--- config.mk ---
export PLATFORM = sky130hd
export DESIGN_NAME = stopwatch_bcd_core
export DESIGN_NICKNAME = d
export VERILOG_FILES = /design/src/rtl/stopwatch_bcd_core.sv
export SDC_FILE = /design/constraint.sdc
export NUM_CORES = 1
export LEC_CHECK = 0
export CELL_PAD_IN_SITES_DETAIL_PLACEMENT = 1
export CELL_PAD_IN_SITES_GLOBAL_PLACEMENT = 1
export CORE_UTILIZATION = 39
export DETAILED_ROUTE_END_ITERATION = 7
export GPL_ROUTABILITY_DRIVEN = 0
export PLACE_DENSITY = 0.86
export RECOVER_POWER = 25
export SLEW_MARGIN = 25
export SYNTH_ARGS = -nofsm -noshare
export SYNTH_HDL_FRONTEND = slang
export SYNTH_SLANG_ARGS = --single-unit
--- constraint.sdc ---
create_clock -name clk -period 3 [get_ports clk]
set_input_delay 0.45 -clock clk [delete_from_list [all_inputs] [get_ports clk]]
set_output_delay 0.45 -clock clk [all_outputs]
set_load 0.005 [all_outputs]
--- src/rtl/stopwatch_bcd_core.sv ---
// Stopwatch time base: six-digit BCD MM:SS.cc counter with run/pause/lap/clear control.
// The display digits show the lap snapshot while in LAP, otherwise the live count.
module stopwatch_bcd_digit (
    input  logic [3:0] i_val,
    input  logic [3:0] i_max,
    input  logic       i_cin,
    output logic [3:0] o_nxt,
    output logic       o_cout
);
    always_comb begin
        o_nxt  = i_val;
        o_cout = 1'b0;
        if (i_cin) begin
            // >= rather than == so a digit can never stick outside its range
            if (i_val >= i_max) begin
                o_nxt  = 4'd0;
                o_cout = 1'b1;
            end else begin
                o_nxt = i_val + 4'd1;
            end
        end
    end
endmodule

module stopwatch_bcd_core #(
    parameter int SATURATE     = 0,
    parameter int MAX_MIN_TENS = 5
) (
    input  logic       clk,
    input  logic       hard_reset,
    input  logic       tick,
    input  logic       btn_ss,
    input  logic       btn_lap,
    input  logic       btn_clr,
    output logic [3:0] d,
    output logic [3:0] e,
    output logic [3:0] f,
    output logic [3:0] g,
    output logic [3:0] h,
    output logic [3:0] i,
    output logic       running,
    output logic       lap_active,
    output logic       overflow
);
    typedef enum logic [1:0] {
        ST_IDLE  = 2'd0,
        ST_RUN   = 2'd1,
        ST_LAP   = 2'd2,
        ST_PAUSE = 2'd3
    } state_t;

    // index 0 = centisecond units (d) ... index 5 = minute tens (i)
    localparam logic [5:0][3:0] DIG_MAX = {4'(MAX_MIN_TENS), 4'd9, 4'd5, 4'd9, 4'd9, 4'd9};

    state_t           r_state;
    state_t           w_state_nxt;
    logic [5:0][3:0]  r_cnt;
    logic [5:0][3:0]  r_lap;
    logic [5:0][3:0]  w_inc;
    logic [5:0][3:0]  w_disp;
    logic [6:0]       w_carry;
    logic             r_overflow;
    logic             w_count;
    logic             w_term;
    logic             w_cap;
    logic             w_hold;

    assign w_carry[0] = 1'b1;

    generate
        for (genvar k = 0; k < 6; k++) begin : g_dig
            stopwatch_bcd_digit u_dig (
                .i_val  (r_cnt[k]),
                .i_max  (DIG_MAX[k]),
                .i_cin  (w_carry[k]),
                .o_nxt  (w_inc[k]),
                .o_cout (w_carry[k+1])
            );
        end
    endgenerate

    // carry out of the top digit means every digit sits at its maximum
    assign w_term  = w_carry[6];
    assign w_count = tick && !btn_clr && (r_state == ST_RUN || r_state == ST_LAP);
    assign w_hold  = (SATURATE != 0) && w_term;

    always_comb begin
        w_state_nxt = r_state;
        w_cap       = 1'b0;
        case (r_state)
            ST_IDLE:  if (btn_ss) w_state_nxt = ST_RUN;
            ST_RUN, ST_LAP: begin
                if (btn_ss) begin
                    w_state_nxt = ST_PAUSE;
                end else if (btn_lap) begin
                    w_state_nxt = ST_LAP;
                    w_cap       = 1'b1;
                end
            end
            ST_PAUSE: if (btn_ss) w_state_nxt = ST_RUN;
            default:  w_state_nxt = ST_IDLE;
        endcase
        if (w_count && w_hold) w_state_nxt = ST_PAUSE;
        if (btn_clr) begin
            w_state_nxt = ST_IDLE;
            w_cap       = 1'b0;
        end
    end

    always_ff @(posedge clk or negedge hard_reset) begin
        if (!hard_reset) begin
            r_state    <= ST_IDLE;
            r_cnt      <= '0;
            r_lap      <= '0;
            r_overflow <= 1'b0;
        end else begin
            r_state    <= w_state_nxt;
            r_overflow <= w_count && w_term;
            if (btn_clr)                r_cnt <= '0;
            else if (w_count && !w_hold) r_cnt <= w_inc;
            if (btn_clr)    r_lap <= '0;
            else if (w_cap) r_lap <= r_cnt;
        end
    end

    assign w_disp     = (r_state == ST_LAP) ? r_lap : r_cnt;
    assign d          = w_disp[0];
    assign e          = w_disp[1];
    assign f          = w_disp[2];
    assign g          = w_disp[3];
    assign h          = w_disp[4];
    assign i          = w_disp[5];
    assign running    = (r_state == ST_RUN) || (r_state == ST_LAP);
    assign lap_active = (r_state == ST_LAP);
    assign overflow   = r_overflow;
endmodule

Word level (Yosys, flattened, before mapping)
Index checks and enable logic that the tools add are counted.
{"block": "word_totals", "ff_bits": 51, "out_inout_bits": 27}
{"block": "op_classes", "eq_ne": 5, "magnitude_cmp": 6, "n_mux": 36, "addsub": 6, "reduce_logical": 21}
{"op": "2-to-1 mux 24 bit", "n": 5}
{"op": "2-to-1 mux 4 bit", "n": 11}
{"op": "adder 4 x 1 -> 4 bit (second input constant)", "n": 6}
{"op": "greater-or-equal comparator 4 bit (second input constant)", "n": 4}
{"op": "2-to-1 mux 1 bit", "n": 15}
{"op": "nonzero test 2 bit", "n": 7}
{"op": "AND reduction 2 bit", "n": 6}
{"op": "greater-or-equal comparator 4 x 3 -> 1 bit (second input constant)", "n": 2}
{"op": "2-to-1 mux 2 bit", "n": 4}
{"op": "== test 2 bit (second input constant)", "n": 2}
{"op": "inequality test 4 bit (second input constant)", "n": 1}
{"op": "one-hot mux 2 bit (2 select lines)", "n": 1}
{"op": "OR reduction 2 bit", "n": 2}
{"op": "logical AND 1 bit", "n": 3}
{"op": "inequality test 3 x 1 -> 1 bit (second input constant)", "n": 1}
{"op": "== test 2 x 1 -> 1 bit (second input constant)", "n": 1}
{"op": "logical NOT 2 bit", "n": 1}
{"op": "logical NOT 1 bit", "n": 1}
{"op": "logical OR 1 bit", "n": 1}

Depth between registers and ports, before layout
Gate-level depths: netlist of the first run.
{"block": "depth", "ltp_word": 9, "mapped_depth": 8, "ltp_nobuf": 7}

Hierarchy
Synthesis of the first run repeated with hierarchy kept, for this count alone.
{"block": "hier_totals", "hier_cells": 429, "area_unflattened_um2": 3588.4}
{"mod": "stopwatch_bcd_core", "area_each_um2": 2349.8, "n_inst": 1, "cells_per_inst": 255, "seq_area_each_um2": 1276.2}
{"mod": "stopwatch_bcd_digit", "area_each_um2": 206.4, "n_inst": 6, "cells_per_inst": 29, "seq_area_each_um2": 0.0}

Worst setup path after synthesis of the first run
Ideal clock, no wire load.
{"block": "synth_timing", "path_type": "reg-to-reg", "startpoint": "register r_state[0]", "endpoint": "register r_cnt[22] (netlist name)", "period_less_slack_ps": 2753, "path_slack_ps": 247, "required_time_ps": 2922, "setup_time_ps": 78, "arrival_time_ps": 2675, "stages_incl_launch_ff": 9, "cell_sequence": "dfrtp_1 inv_1 ha_1 or3b_4 or3_4 or4_1 buf_2 or4b_1 a21oi_1"}
{"block": "synth_via", "elab_chain_cells": 5, "word_cells_on_any_way": 6}
{"element": "from (decl)", "line_no": "55", "text": "state_t r_state;"}
{"element": "from (signal assigned)", "line_no": "117", "text": "r_state <= w_state_nxt;"}
{"element": "== test 2 x 1 -> 1 bit / == test 2 bit (equally long branches)", "line_no": "84", "text": "assign w_count = tick && !btn_clr && (r_state == ST_RUN || r_state == ST_LAP);"}
{"element": "logical OR 1 bit (*)", "line_no": "84"}
{"element": "logical AND 1 bit (*)", "line_no": "84"}
{"element": "nonzero test 2 bit (no source line) (*)"}
{"element": "AND reduction 2 bit (no source line) (*)"}
{"element": "to (signal assigned)", "line_no": "120", "text": "else if (w_count && !w_hold) r_cnt <= w_inc;"}
{"element": "to (decl)", "line_no": "57", "text": "logic [5:0][3:0] r_cnt;"}
Mark *: on every way between the ends. The rest lies on a longest branch, timed or not.
A chain may end at the register's enable or synchronous reset.

Worst setup path in the final report of the first run
Ends and elaborated chain as after synthesis.

==> reports/qor.yml, run 1 <==
synthesis:
  syn_nets: 301
  synth_top_cell_by_area: "dfrtp_1"
  synth_edf_count: 0
  synth_top_area_share_pct: 46.9
  ys_warn_count: 0
  synth_most_common_cell: "dfrtp_1"
  ys_seq_area_share_pct: 46.9
  async_flop_share_pct: 100
  synth_area_leaders: "dfrtp_1 47%, ha_1 8.7%, a22o_1 6.1%"
  netlist_area_sq_mm: 0.00272
  synth_common_cells: "51 x dfrtp_1, 34 x nand2_1, 28 x o21ai_0"
  ys_ff_latch: 51
  synth_ff_type: "dfrtp_1"
  synthCells: 276
  yosysUniqueCellTypes: 35
  postSynthAreaPerCell_sq_um: 9.86
worst_setup_path:
  crit_chain: "inv_1 -> ha_1 -> or3b_4 -> or3_4 -> or4_1 -> or4b_1 -> a21oi_1"
  cpMaxStageDelayCell: "or4_1"
  slowest_delay_ps: 540
  crit_path_end_kind: "flop"
  cp.buffers_inverters: 1
  crit_family: "simple AND/OR/NAND/NOR gates"
  cp_max_fo: 5
  cp.arrival_ps: 3050
  crit_type: "reg2reg"
  critPathLaunchType: "flop"
  cp.required_ps: 3230
timing:
  rsz0062_at_grt: "no"
  fin_worst_skew_ps: 8.03
  setup_tns_ps: 0
  fmax_ghz: 0.355
  worst_pin_slew_ps: 1590
  drv_slew: 29
  post-route-period-util_pct: 94.0
  setup_viol_count_final: 0
  hold_viol_final: 0
  fin_ws_ps: 181
  slew-limit-headroom_pct: -5.70
  whs_ps: 495
  period_minus_slack_ps: 2820
final_layout:
  ff_latch_area_sq_mm: 0.00128
  num-fill-cells: 758
  nNetsFinal: 336
  finalNonFillerCells: 392
  final_core_util_pct: 48.3
  diodes: 0
  syn_to_final_growth_pct: 19.9
  layout-drive-gt1-share_pct: 10.9
  multi_input_area_sq_mm: 0.00133
floorplanning:
  core.rowCount: 30
  dieHeight_um: 85.5
  floorplan.die_area_sq_mm: 0.00731
  fp.dieW_um: 85.5
  io_pins: 33
  core-area_sq_mm: 0.00676
  start_util_pct: 40.3
grt:
  overflow: 0
  grt_pass1_wl_mm: 11.6
  grt_pass1_vias: 2348
  grt.total_usage_pct: 20.2
  grt_start_max_net_pins: 32
  antenna_found_initial: 0
clock_network:
  numCtsBuffers: 5
  post_cts_buffers: 0
  cts.hold.buffers_added: 0
  insertion_delay_ps: 310
  ctsHtreeMaxLevel: 2
  cts_root_buffer: "clkbuf_8"
  clk_pin_slew_ps: 90
  cts-resized-gates: 0
  cts_tree: "done"
  cts.sinks: 51
  cts_buffer_depth: 2
placed_design:
  io_buffers: 32
  placed_cells: 384
  dp_hpwl_mm: 4.87
  dpl_worst_slack_ps: 77.8
detailed_routing:
  drtPass1Iterations: 6
  drtIter0Drc: 87
  viasPerCell: 5.66
  drcViolationCount: 2
  wire_per_inst_um: 17.5
  finalWirelength_mm: 6.86
  vias: 2220
  postRouteAntennaNets: 0
power_and_ir_drop:
  internal_power_mw: 0.982
  swShare_pct: 28.1
  peakVddDrop_v: 0.000164
  p_switching_mw: 0.384
  p_per_area_mw_per_mm2: 419
  seq_power_share_pct: 53.3
  pwr-share-clk_pct: 31.4
  power.leakage_nw: 1.46
  comb_power_share_pct: 15.3
job:
  cap_violations: 1
min_path:
  hold_path.class: "reg2reg"
run_status:
  violations: "DRC, capacitance limit, slew limit"
  status: "complete, but fails checks"
[power by group through the flow]
stage          combinational [mW]  clock (mW)  sequential (mW)
3_3_place_gp                0.201           0            0.739
3_5_place_dp                0.210           0            0.742
6_report                    0.209       0.429            0.729
2_1_floorplan               0.110           0            0.735
4_1_cts                     0.211       0.439            0.729
5_1_grt                     0.231       0.466            0.732
[area by class of cell]
cell class	instances	area share, %
Multi-Input combinational cell	194	40.7
Sequential cell	51	39.1
Timing Repair Buffer	41	12.0
Tap cell	80	3.07
Clock buffer	6	2.53
Inverter	18	2.07
Clock inverter	2	0.499
[tightest hold or removal path, delay by kind of cell (launching register included)]
| family | cells | cell delay (ps) |
|---|---|---|
| compound gates | 1 | 60 |
| flops | 1 | 360 |
| simple gates | 1 | 50 |
[registers in the layout (all words and copies together), names as in the netlist]
signal,cells
overflow,1
r_lap,24
r_state,2
r_cnt,24
[metal layers]
metal	share of wire, %	track usage, %
met1	46	26.6
met2	50	34.3
met3	2.4	2.79
met4	1.5	6.82
met5	0	0
[metrics by stage]
stage	power (mW)	area, sq um
final	1.37	3260
after global placement	0.940	3170
after global routing	1.43	3260
after detailed placement	0.952	3170
after CTS	1.38	3270
after floorplan	0.845	2720
[cells by family (layout without fill, tap and decap cells)]
kind of cell	Yosys count	count (layout)	share of synthesized area, %
buffers and inverters	31	67	4.32
DFF	51	51	46.9
adders and majority gates	19	19	8.74
and+or+nand+nor	87	87	16.5
muxes	14	14	5.66
AOI/OAI and AO/OA	74	74	17.8
[layout by cell type, fill, tap and decap left out, types with 5 or more instances in the layout]
cell type,netlist,final
o21a_1,5,5
inv_1,18,18
dfrtp_1,51,51
mux2_2,11,11
nand2b_1,7,7
ha_1,19,19
o21ai_0,28,28
a22o_1,19,19
clkbuf_8,0,6
nand2_1,34,34
a21oi_1,11,11
nor2_1,12,11
clkdlybuf4s50_1,0,31
nand3_1,5,5
buf_4,0,7
[worst paths after layout]
check                                        from  slack, ps  depth (start not counted)                     to
min reg2reg                 r_lap[16]$_DFFE_PN0P_        500                          2  r_lap[16]$_DFFE_PN0P_
max in group asynchronous              hard_reset       1170                          2  r_cnt[23]$_DFFE_PN0P_
max                        r_state[0]$_DFFE_PN0P_        180                          7  r_cnt[22]$_DFFE_PN0P_
min in group asynchronous              hard_reset        520                          1   r_lap[8]$_DFFE_PN0P_
min                         r_lap[16]$_DFFE_PN0P_        500                          2  r_lap[16]$_DFFE_PN0P_
max reg2reg                r_state[0]$_DFFE_PN0P_        180                          7  r_cnt[22]$_DFFE_PN0P_
Power figures use the tool's default switching activity.
==> run 2, diff against run 1 <==
--- a/config.mk
+++ b/config.mk
@@ -7,7 +7,9 @@
 export LEC_CHECK = 0
 export CELL_PAD_IN_SITES_DETAIL_PLACEMENT = 1
 export CELL_PAD_IN_SITES_GLOBAL_PLACEMENT = 1
+export CORE_ASPECT_RATIO = 1.5
 export CORE_UTILIZATION = 39
+export CTS_CLUSTER_DIAMETER = 30
 export DETAILED_ROUTE_END_ITERATION = 7
 export GPL_ROUTABILITY_DRIVEN = 0
 export PLACE_DENSITY = 0.86
==> reports/qor.yml, run 2 (synthesis results as in run 1) <==
run_status:
  status: "finished, final reports clean"
worst_setup_path:
  cp_max_fo: 5
  reg2reg_from: "r_state[0]$_DFFE_PN0P_"
  critPathLaunchType: "flop"
  cp.arrival_ps: 3090
  crit_type: "reg2reg"
  crit_path_end_kind: "flop"
  cp.required_ps: 3230
  ff2ff_path_depth: 7
  r2r_slack_ps: 140
  regToRegEndpoint: "r_cnt[22]$_DFFE_PN0P_"
clock_network:
  clk_pin_slew_ps: 90
  insertion_delay_ps: 310
  post_cts_buffers: 0
  cts_buffer_depth: 2
  cts.hold.buffers_added: 0
  numCtsBuffers: 5
  cts_tree: "done"
  cts.sinks: 51
  cts-resized-gates: 0
  ctsHtreeMaxLevel: 2
  cts_root_buffer: "clkbuf_8"
grt:
  overflow: 0
  grt_pass1_vias: 2385
  grt_start_max_net_pins: 29
  grt_pass1_wl_mm: 11.7
  antenna_found_initial: 0
  grt.total_usage_pct: 20.2
detailed_routing:
  finalWirelength_mm: 6.95
  vias: 2237
  drtIter0Drc: 134
  drtPass1Iterations: 4
  viasPerCell: 5.75
  drcViolationCount: 0
  wire_per_inst_um: 17.9
  postRouteAntennaNets: 0
floorplanning:
  core-area_sq_mm: 0.00662
  floorplan.die_area_sq_mm: 0.00732
  core.rowCount: 36
  dieHeight_um: 104
  start_util_pct: 41.1
  fp.dieW_um: 70.2
  io_pins: 33
power_and_ir_drop:
  internal_power_mw: 1.12
  p_per_area_mw_per_mm2: 459
  total_power_mw: 1.51
  peakVddDrop_v: 0.000238
  p_switching_mw: 0.383
  comb_power_share_pct: 13.9
  power.leakage_nw: 1.48
  seq_power_share_pct: 48.3
  pwr-share-clk_pct: 37.8
  swShare_pct: 25.4
timing:
  post-route-period-util_pct: 95.2
  fmax_ghz: 0.350
  worst_pin_slew_ps: 1440
  period_minus_slack_ps: 2860
  rsz0062_at_grt: "no"
  setup_viol_count_final: 0
  drv_slew: 0
  hold_viol_final: 0
  slew-limit-headroom_pct: 4.18
  fin_worst_skew_ps: 8.76
  setup_tns_ps: 0
  whs_ps: 460
final_layout:
  syn_to_final_growth_pct: 20.8
  finalNonFillerCells: 389
  num-fill-cells: 745
  final_cell_mix: "51 x dfrtp_1, 34 x nand2_1, 31 x clkdlybuf4s50_1"
  nNetsFinal: 337
  layout-drive-gt1-share_pct: 11.2
  diodes: 0
  top_regs: "r_cnt (24), r_lap (24), r_state (2)"
  layout_commonest_cell: "dfrtp_1"
job:
  cap_violations: 0
placed_design:
  io_buffers: 32
  dp_hpwl_mm: 4.64
  placed_cells: 381
min_path:
  hold_path.class: "in2async"
-- run 2: cell types whose count changed in the layout (fill, tap and decap cells not counted), sizes merged --
cell      change
buf           +1
bufinv        +2
clkinv        -1
clkinvlp      -1
-- run 2: layer usage --
metal | vias to the layer above | global-route usage [%] | routed length (um) | share of wire, %
met3 | 15 | 3.00 | 202 | 2.9
li1 | 1039 | - | - | -
met1 | 1129 | 24.6 | 2910 | 42
met5 | - | 0 | 0 | 0
met2 | 54 | 34.1 | 3630 | 52
met4 | 0 | 10.6 | 205 | 2.9
-- run 2: cell type report --
cell class                 count  area (sq um)  share of cell area [%]
sequential                    51          1280                    38.8
clock buffer                   6          72.6                    2.21
tap                           76          95.1                    2.89
clock inverter                 2          60.1                    1.83
inverter                      18          67.6                    2.06
multi-input combinational    194          1330                    40.4
timing repair buffer          42           387                    11.8
-- run 2: power groups by stage --
| stage | Combinational (mW) | Clock [mW] | Sequential (mW) |
|---|---|---|---|
| 2_1_floorplan | 0.110 | 0 | 0.735 |
| 3_3_place_gp | 0.196 | 0 | 0.739 |
| 3_5_place_dp | 0.204 | 0 | 0.742 |
| 4_1_cts | 0.213 | 0.586 | 0.729 |
| 5_1_grt | 0.233 | 0.613 | 0.732 |
| 6_report | 0.209 | 0.570 | 0.729 |
-- run 2: per-stage QoR --
stage	setup slack, ps	util, %	area (sq um)
global placement	106	47.7	3160
CTS	109	49.7	3290
floorplan	247	-	2720
detailed placement	61.0	47.7	3160
global route	19.4	49.6	3290
finish	143	49.6	3290
-- run 2: critical path, stage by stage (launching register included) --
cell and delay [ps]:
dfrtp_1 380, inv_1 50, ha_1 350, or3b_4 450, or3_4 370, or4_1 550
or4b_1 480, a21oi_1 140
-- run 2: worst max path at each step --
stage	from	end	slack (ps)	cells past startpoint
6_report	r_state[0]$_DFFE_PN0P_	r_cnt[22]$_DFFE_PN0P_	140	7
3_3_place_gp	tick	r_cnt[22]$_DFFE_PN0P_	110	6
4_1_cts	r_state[0]$_DFFE_PN0P_	r_cnt[22]$_DFFE_PN0P_	110	7
2_1_floorplan	r_state[0]$_DFFE_PN0P_	r_cnt[22]$_DFFE_PN0P_	250	8
5_1_grt	r_state[0]$_DFFE_PN0P_	r_cnt[22]$_DFFE_PN0P_	20	7
3_5_place_dp	tick	r_cnt[22]$_DFFE_PN0P_	60	6
